==> src/rtl/sccb_write_master.sv <==
// sccb_write_master
//   Bit-level SCCB/I2C write engine. Each accepted command {reg_addr, wr_data}
//   becomes one bus transaction:
//   START, {DEV_ADDR,W}, reg_addr[15:8], reg_addr[7:0], wr_data, STOP.
//   The bus is open-drain: an _o of 0 pulls the line low, 1 releases it.
//   Each _t output mirrors its _o so the pair can drive an IOBUF directly.
//
//   Optional build macro: SCCB_STRETCH_EN
//     When defined, a slave holding SCL low after it is released in Q2
//     (clock stretching) pauses the quarter counter.
//     When undefined, scl_i is ignored and the timing is fixed.
//
// Ports
//   clk_in, rst_in        clock; synchronous active-high reset
//   cmd_data[23:0]        {reg_addr[15:0], wr_data[7:0]}
//   cmd_valid/cmd_ready   command handshake; ready only while idle
//   resp_valid/resp_nack  one-cycle result pulse after STOP; nack=1 if any byte was NACKed
//   busy                  high from accept through the resp_valid cycle
//   scl_i/sda_i           resolved bus levels
//   scl_o/sda_o/_t        open-drain drives and tristate enables
//
// state   | meaning
// S_IDLE  | lines released, cmd_ready high
// S_START | SDA low while SCL high, 2 quarters
// S_BIT   | 9 bit slots per byte (8 data + ACK), 4 quarters each
// S_STOP  | SCL/SDA low, SCL high, then SDA released for 2 quarters
// S_DONE  | one-cycle response pulse
module sccb_write_master #(
   parameter int         CLK_DIV  = 250,
   parameter logic [6:0] DEV_ADDR = 7'h3C
) (
   input  logic        clk_in,
   input  logic        rst_in,
   input  logic [23:0] cmd_data,
   input  logic        cmd_valid,
   output logic        cmd_ready,
   output logic        resp_valid,
   output logic        resp_nack,
   output logic        busy,
   input  logic        scl_i,
   input  logic        sda_i,
   output logic        scl_o,
   output logic        sda_o,
   output logic        scl_t,
   output logic        sda_t
);

   localparam int             QW   = $clog2(CLK_DIV);
   localparam logic [QW-1:0]  QMAX = QW'(CLK_DIV - 1);
   localparam logic [QW-1:0]  QONE = QW'(1);

   typedef enum logic [2:0] {S_IDLE, S_START, S_BIT, S_STOP, S_DONE} state_t;

   state_t        state, state_nxt;
   logic [QW-1:0] qcnt;
   logic [1:0]    quarter;
   logic [3:0]    bit_idx;
   logic [1:0]    byte_idx;
   logic [7:0]    shreg;
   logic [23:0]   cmd_reg;
   logic          nack;
   logic          tick;
   logic          ack_slot;
   logic          hold;

`ifdef SCCB_STRETCH_EN
   // Slave is stretching: SCL has been released in Q2 but the bus is still low.
   assign hold = (state == S_BIT) && (quarter == 2'd2) && (qcnt == '0) && !scl_i;
`else
   logic unused_scl;
   assign unused_scl = scl_i;
   assign hold       = 1'b0;
`endif

   assign tick     = (qcnt == QMAX);
   assign ack_slot = (state == S_BIT) && (bit_idx == 4'd8) && (quarter == 2'd3) && tick;

   always_comb begin
      state_nxt = state;
      case (state)
         S_IDLE:  if (cmd_valid) state_nxt = S_START;
         S_START: if (tick && quarter == 2'd1) state_nxt = S_BIT;
         S_BIT:   if (ack_slot && (sda_i || byte_idx == 2'd3)) state_nxt = S_STOP;
         S_STOP:  if (tick && quarter == 2'd3) state_nxt = S_DONE;
         S_DONE:  state_nxt = S_IDLE;
         default: state_nxt = S_IDLE;
      endcase
   end

   always_comb begin
      scl_o      = 1'b1;
      sda_o      = 1'b1;
      cmd_ready  = 1'b0;
      resp_valid = 1'b0;
      case (state)
         S_IDLE:  cmd_ready = 1'b1;
         S_START: sda_o = 1'b0;
         S_BIT: begin
            scl_o = quarter[1];
            sda_o = (bit_idx == 4'd8) ? 1'b1 : shreg[7];
         end
         S_STOP: begin
            scl_o = (quarter != 2'd0);
            sda_o = quarter[1];
         end
         S_DONE:  resp_valid = 1'b1;
         default: ;
      endcase
   end

   assign scl_t     = scl_o;
   assign sda_t     = sda_o;
   assign busy      = (state != S_IDLE);
   assign resp_nack = (state == S_DONE) && nack;

   always_ff @(posedge clk_in) begin
      if (rst_in) begin
         state    <= S_IDLE;
         qcnt     <= '0;
         quarter  <= 2'd0;
         bit_idx  <= 4'd0;
         byte_idx <= 2'd0;
         shreg    <= 8'h00;
         cmd_reg  <= 24'h0;
         nack     <= 1'b0;
      end else begin
         state <= state_nxt;
         case (state)
            S_IDLE: begin
               if (cmd_valid) begin
                  cmd_reg  <= cmd_data;
                  shreg    <= {DEV_ADDR, 1'b0};
                  // The accept cycle is counted as the first cycle of START, so
                  // the response lands 150*CLK_DIV cycles after accept and a
                  // back-to-back command is accepted 150*CLK_DIV+1 cycles later.
                  qcnt     <= QONE;
                  quarter  <= 2'd0;
                  bit_idx  <= 4'd0;
                  byte_idx <= 2'd0;
                  nack     <= 1'b0;
               end
            end
            S_START, S_BIT, S_STOP: begin
               if (!hold) begin
                  qcnt <= tick ? '0 : qcnt + QONE;
                  if (tick) begin
                     quarter <= quarter + 2'd1;
                     if (state == S_START && quarter == 2'd1) quarter <= 2'd0;
                     if (state == S_BIT && quarter == 2'd3) begin
                        if (bit_idx != 4'd8) begin
                           bit_idx <= bit_idx + 4'd1;
                           shreg   <= {shreg[6:0], 1'b0};
                        end else begin
                           bit_idx <= 4'd0;
                           if (sda_i) begin
                              nack <= 1'b1;
                           end else if (byte_idx != 2'd3) begin
                              byte_idx <= byte_idx + 2'd1;
                              case (byte_idx)
                                 2'd0:    shreg <= cmd_reg[23:16];
                                 2'd1:    shreg <= cmd_reg[15:8];
                                 default: shreg <= cmd_reg[7:0];
                              endcase
                           end
                        end
                     end
                  end
               end
            end
            default: ;
         endcase
      end
   end

endmodule

==> config.mk <==
export PLATFORM = sky130hd
export DESIGN_NAME = sccb_write_master
export DESIGN_NICKNAME = d
export VERILOG_FILES = /design/src/rtl/sccb_write_master.sv
export SDC_FILE = /design/constraint.sdc
export NUM_CORES = 1
export LEC_CHECK = 0
export BUFFER_PORTS_ARGS = -buffer_cell sky130_fd_sc_hd__buf_2
export CORE_MARGIN = 1
export CORE_UTILIZATION = 61
export CTS_CLUSTER_SIZE = 28
export DETAILED_ROUTE_END_ITERATION = 8
export PLACE_DENSITY = 0.92
export SLEW_MARGIN = 10
export SYNTH_ARGS = -nofsm -noshare
export SYNTH_HDL_FRONTEND = slang
export SYNTH_SLANG_ARGS = --single-unit
==> constraint.sdc <==
create_clock -name clk_in -period 5.3 [get_ports clk_in]
set_input_delay 1.06 -clock clk_in [delete_from_list [all_inputs] [get_ports clk_in]]
set_output_delay 1.06 -clock clk_in [all_outputs]
set_load 0.1 [all_outputs]
After elaboration in Yosys (flattened, before gate mapping)
Index checks and enable logic that the tools add are counted.
{ "op_classes": {"n_div": 0, "shift": 0, "muxes": 42, "n_mul": 0, "addsub": 4, "n_lt_le_gt_ge": 0, "n_reduce_logical": 24, "n_bitwise": 0, "n_eq_ne": 24} }
{ "ops": {"columns": ["cell", "n"], "rows": [
  ["8-bit 2-to-1 mux", 8],
  ["8-bit case mux with 2 select lines", 3],
  ["2-bit != test (second input constant)", 10],
  ["2-bit 2-to-1 mux", 8],
  ["4-bit 2-to-1 mux", 4],
  ["3-bit 2-to-1 mux", 4],
  ["3-bit case mux with 4 select lines", 1],
  ["6-bit AND reduction", 2],
  ["1-bit logical AND", 9],
  ["8-bit by 1-bit adder with 8-bit output (second input constant)", 1],
  ["8-bit equality test (second input constant)", 1],
  ["1-bit 2-to-1 mux", 8],
  ["2-bit case mux with 2 select lines", 2],
  ["4-bit case mux with 2 select lines", 1],
  ["4-bit AND reduction", 2],
  ["7-bit AND reduction", 1],
  ["3-bit by 2-bit equality test with 1-bit output (second input constant)", 2],
  ["3-bit != test (second input constant)", 2],
  ["2-bit by 1-bit adder with 2-bit output (second input constant)", 2],
  ["4-bit by 1-bit adder with 4-bit output (second input constant)", 1],
  ["2-bit by 1-bit equality test with 1-bit output (second input constant)", 2],
  ["2-bit equality test (second input constant)", 2],
  ["4-bit equality test (second input constant)", 1],
  ["4-bit != test (second input constant)", 1],
  ["other kinds (13)", 16]
]} }
{ "totals": {"n_memories": 0, "mem_bits_ro": 0, "ram_bits": 0, "latchBits": 0, "output_inout_bits": 8, "regBits": 52, "word_cells": 102} }

Longest topological paths before layout
{ "depth": {"depth_word": 8, "mapped_depth": 8, "depth_no_buf": 6} }

Worst setup path after synthesis
OpenSTA, ideal clock, no wires.
{ "synth_path": {"kind": "register to output", "from": "register state[1]", "to": "output busy", "stages_incl_launch_ff": 5, "arrival_time_ns": 4.024, "n_path_buf": 2, "path_slack_ns": 0.216, "required_ns": 4.240, "cell_sequence": "dfxtp_1 > buf_2 > buf_2 > nor3_1 > inv_1"} }
{ "synth_between": {"elab_chain_len": 1} }
{ "synth_rtl": {"columns": ["item", "line", "rtl"], "rows": [
  ["start, declared", "54", "state_t state, state_nxt;"],
  ["start signal, assigned", "127", "state <= state_nxt;"],
  ["3-bit nonzero test", "113", "assign busy = (state != S_IDLE);"],
  ["end, declared", "39", "output logic busy,"]
]} }
Every way passes these cells.

Final worst setup path
{ "layout_path": {"from": "register bit_idx[0]", "to": "output sda_t"} }
{ "layout_between": {"elab_chain_len": 3} }
{ "layout_rtl": {"columns": ["item", "line", "rtl"], "rows": [
  ["start, declared", "57", "logic [3:0] bit_idx;"],
  ["start signal, assigned", "151", "bit_idx <= bit_idx + 4'd1;"],
  ["4-bit equality test", "100", "sda_o = (bit_idx == 4'd8) ? 1'b1 : shreg[7];"],
  ["1-bit 2-to-1 mux", "100", null],
  ["1-bit case mux with 3 select lines", "95", "case (state)"],
  ["end, declared", "45", "output logic sda_t"]
]} }
Every way passes these cells.

==> impl_metrics.json <==
{
  "drt_iter0_markers": 176,
  "gp_congestion": 0.8416,
  "layout-drive-gt1-share_pct": 15.99,
  "place_hpwl_um": 4044,
  "tns_ps": 0,
  "vias": 2388,
  "register_area_um2": 1041,
  "whs_path_depth": 2,
  "die-area_um2": 4671,
  "r2r-start": "state[2]$_SDFFE_PP0P_",
  "sw_frac_of_total_pct": 29.58,
  "status": "finished, final reports clean",
  "min_period_ps": 3197,
  "reg2regPathDepth": 4,
  "rsz0062_at_grt": "false",
  "fin_nets": 379,
  "fmax_ghz": 0.3128,
  "postCtsHoldBufs": 0,
  "clock_skew_ps": 7.048,
  "final_cells": 394,
  "netlist_instances": 323,
  "synthSimpleGateAreaFrac_pct": 27.12,
  "cp-start-kind": "flip-flop",
  "synth_ff_type": "dfxtp_1",
  "switchingPower_uw": 226.6,
  "cap_violations": 0,
  "seq_power_share_pct": 54.8,
  "reg2reg_to": "qcnt[4]$_SDFFE_PP0P_",
  "antenna_found_initial": 0,
  "period_share_pct": 60.32,
  "ys_warn_count": 0,
  "cts_buffer_depth": 2,
  "grt_pass1_wl_um": 9577,
  "diodes": 0,
  "wire_per_inst_um": 15.25,
  "relSlewSlack_pct": 33.15,
  "mostFrequentLayoutCells": "61 x nand2_1, 52 x dfxtp_1, 37 x a21oi_1",
  "end_kind": "output pin",
  "coreArea_um2": 4115,
  "syn_nets": 359,
  "synthDistinctLibCells": 53,
  "ios": 37,
  "synth_top_family_by_area": "simple AND/OR/NAND/NOR gates",
  "h-tree-depth": 2,
  "cts_root_buffer": "clkbuf_8",
  "grt_pass1_vias": 2098,
  "synth_fa_ha_area_share_pct": 3.262,
  "drtPass1Iterations": 4,
  "slew_violations": 0,
  "worstPathArrival_ps": 2140,
  "clkTransAtPathRegs_ps": 100,
  "drtAntennaViolNets": 0,
  "hold_start": "cmd_reg[18]$_SDFFE_PP0P_",
  "async_reset_ff_share_pct": 0,
  "leakagePower_uw": 0.001114,
  "cts_resized": 0,
  "final.fill_count": 342,
  "row_count": 23,
  "synth_mux_area_share_pct": 4.287,
  "synth_edf_count": 0,
  "worstPathRequired_ps": 4240,
  "insertion_delay_ps": 320,
  "multi_input_area_um2": 1505,
  "syn_area_um2": 2685,
  "hold_path_class": "flip-flop to flip-flop",
  "synth_compound_area_share_pct": 20.08,
  "worst_pin_slew_ps": 1000,
  "crit_type": "flip-flop to output pin",
  "synth_seq_cells": 52,
  "grt-ovfl-total": 0,
  "drc": 0,
  "rrSetupSlack_ps": 3030,
  "vias_per_cell": 6.061,
  "die_x_um": 68.35,
  "final_common_cell": "nand2_1",
  "p_clk_share_pct": 31.1,
  "grt.total_usage_pct": 27.94,
  "wl_um": 6009,
  "largest_reg_flops": 24,
  "p_int_uw": 539.3,
  "cts_tree": "yes",
  "cts_made_buffers": 5,
  "cp-startpoint": "bit_idx[0]$_SDFFE_PP0P_",
  "setup_viol": 0,
  "ir_drop_mv": 0.1867,
  "start_util_pct": 65.25,
  "endpoint": "sda_t",
  "clock-sinks": 52,
  "io_buffers": 35,
  "power.density_nw_per_um2": 262.6,
  "yosys.area_share.xor_xnor_pct": 1.305,
  "final-hold-violation-count": 0,
  "fp.dieH_um": 68.35,
  "avgSynthCellArea_um2": 8.313,
  "place_inst": 386,
  "cp_max_fo": 9,
  "power_frac_comb_pct": 14.1,
  "synth.yosys.seq_area_share_pct": 38.77,
  "grt_max_degree": 56,
  "area_delta_synth_final_pct": 8.621,
  "post-cts-setup-buffers": 0
}
==> worst max-delay path: stages, from the launching register on <==
cell      delay [ps]
dfxtp_1          380
inv_1             80
ha_1             220
nand3b_1         340
a32oi_1          170
or2_2            330
buf_2            300
==> final cells by class <==
class                           instances  area share [%]
Clock buffer                            5           2.360
Clock inverter                          3          0.7722
Inverter                                9           1.158
Multi-Input combinational cell        239           51.61
Sequential cell                        52           35.69
Tap cell                               50           2.145
Timing Repair Buffer                   36           6.263
==> routing by layer <==
layer	wire length, um	share of wire (%)	GRT usage, %	up-vias
li1	-	-	-	1186
met1	2739	46	36.63	1135
met2	2931	49	45.59	59
met3	266	4.4	5.500	8
met4	70	1.2	9.115	0
met5	0	0	0	-
==> cells in the mapped netlist (2+ instances only) <==
cell | instances | share of area [%]
ha_1 | 7 | 3.3
and3b_1 | 4 | 1.3
nor2b_1 | 4 | 0.93
a22o_1 | 4 | 1.3
a22oi_1 | 4 | 1.1
inv_1 | 9 | 1.3
mux2_4 | 3 | 1.7
mux2i_1 | 7 | 2.6
nor2_1 | 18 | 2.5
a21oi_1 | 37 | 6.9
buf_2 | 6 | 1.1
nor4b_1 | 2 | 0.65
nand3b_1 | 3 | 0.84
o21ai_1 | 7 | 1.3
a31oi_1 | 3 | 0.70
clkbuf_1 | 14 | 2.0
xnor2_1 | 4 | 1.3
nand2_1 | 61 | 8.5
a311oi_1 | 2 | 0.65
or4_1 | 3 | 0.84
a311o_1 | 4 | 1.5
nand2b_1 | 5 | 1.2
nor3b_1 | 6 | 1.7
nand3_1 | 10 | 1.9
dfxtp_1 | 52 | 39
and4_1 | 2 | 0.65
o211ai_1 | 4 | 1.1
buf_4 | 3 | 0.84
nor3_1 | 11 | 2.1
==> metrics by stage <==
step | worst slack (ps) | area [um2] | utilization (%) | power (uW) | hold WS [ps]
detailed placement | 2490 | 2825 | 68.65 | 534.7 | 452.2
floorplan | 216.1 | 2685 | - | 508.1 | 429.2
global route | 1968 | 2917 | 70.87 | 794.9 | 485.1
CTS | 2099 | 2917 | 70.87 | 763.1 | 464.4
finish | 2103 | 2917 | 70.87 | 765.9 | 461.6
global placement | 2539 | 2825 | 68.65 | 530.9 | 438.3
==> power groups by stage <==
| stage | combinational (uW) | sequential, uW | clock (uW) |
|---|---|---|---|
| finish | 108 | 420 | 239 |
| detailed placement | 106 | 429 | 0 |
| global placement | 103 | 427 | 0 |
| CTS | 107 | 420 | 237 |
| floorplan | 83.7 | 424 | 0 |
| global route | 118 | 422 | 255 |
==> worst min-delay path by stage <==
stage | endpoint | slack, ps
6_report | cmd_reg[18]$_SDFFE_PP0P_ | 460
5_1_grt | cmd_reg[22]$_SDFFE_PP0P_ | 490
4_1_cts | cmd_reg[18]$_SDFFE_PP0P_ | 460
3_5_place_dp | nack$_SDFFE_PP0P_ | 450
3_3_place_gp | cmd_reg[2]$_SDFFE_PP0P_ | 440
2_1_floorplan | nack$_SDFFE_PP0P_ | 430
==> cells by family (layout without fill, tap and decap cells) <==
| logic type | after synthesis | after routing |
|---|---|---|
| and+or+nand+nor | 138 | 138 |
| AOI/OAI and AO/OA | 80 | 80 |
| DFF | 52 | 52 |
| buffers and inverters | 32 | 53 |
| muxes | 10 | 10 |
| adders and majority gates | 7 | 7 |
| xor gates and xnor gates | 4 | 4 |
Note: power is estimated with default switching activity, not from simulation.
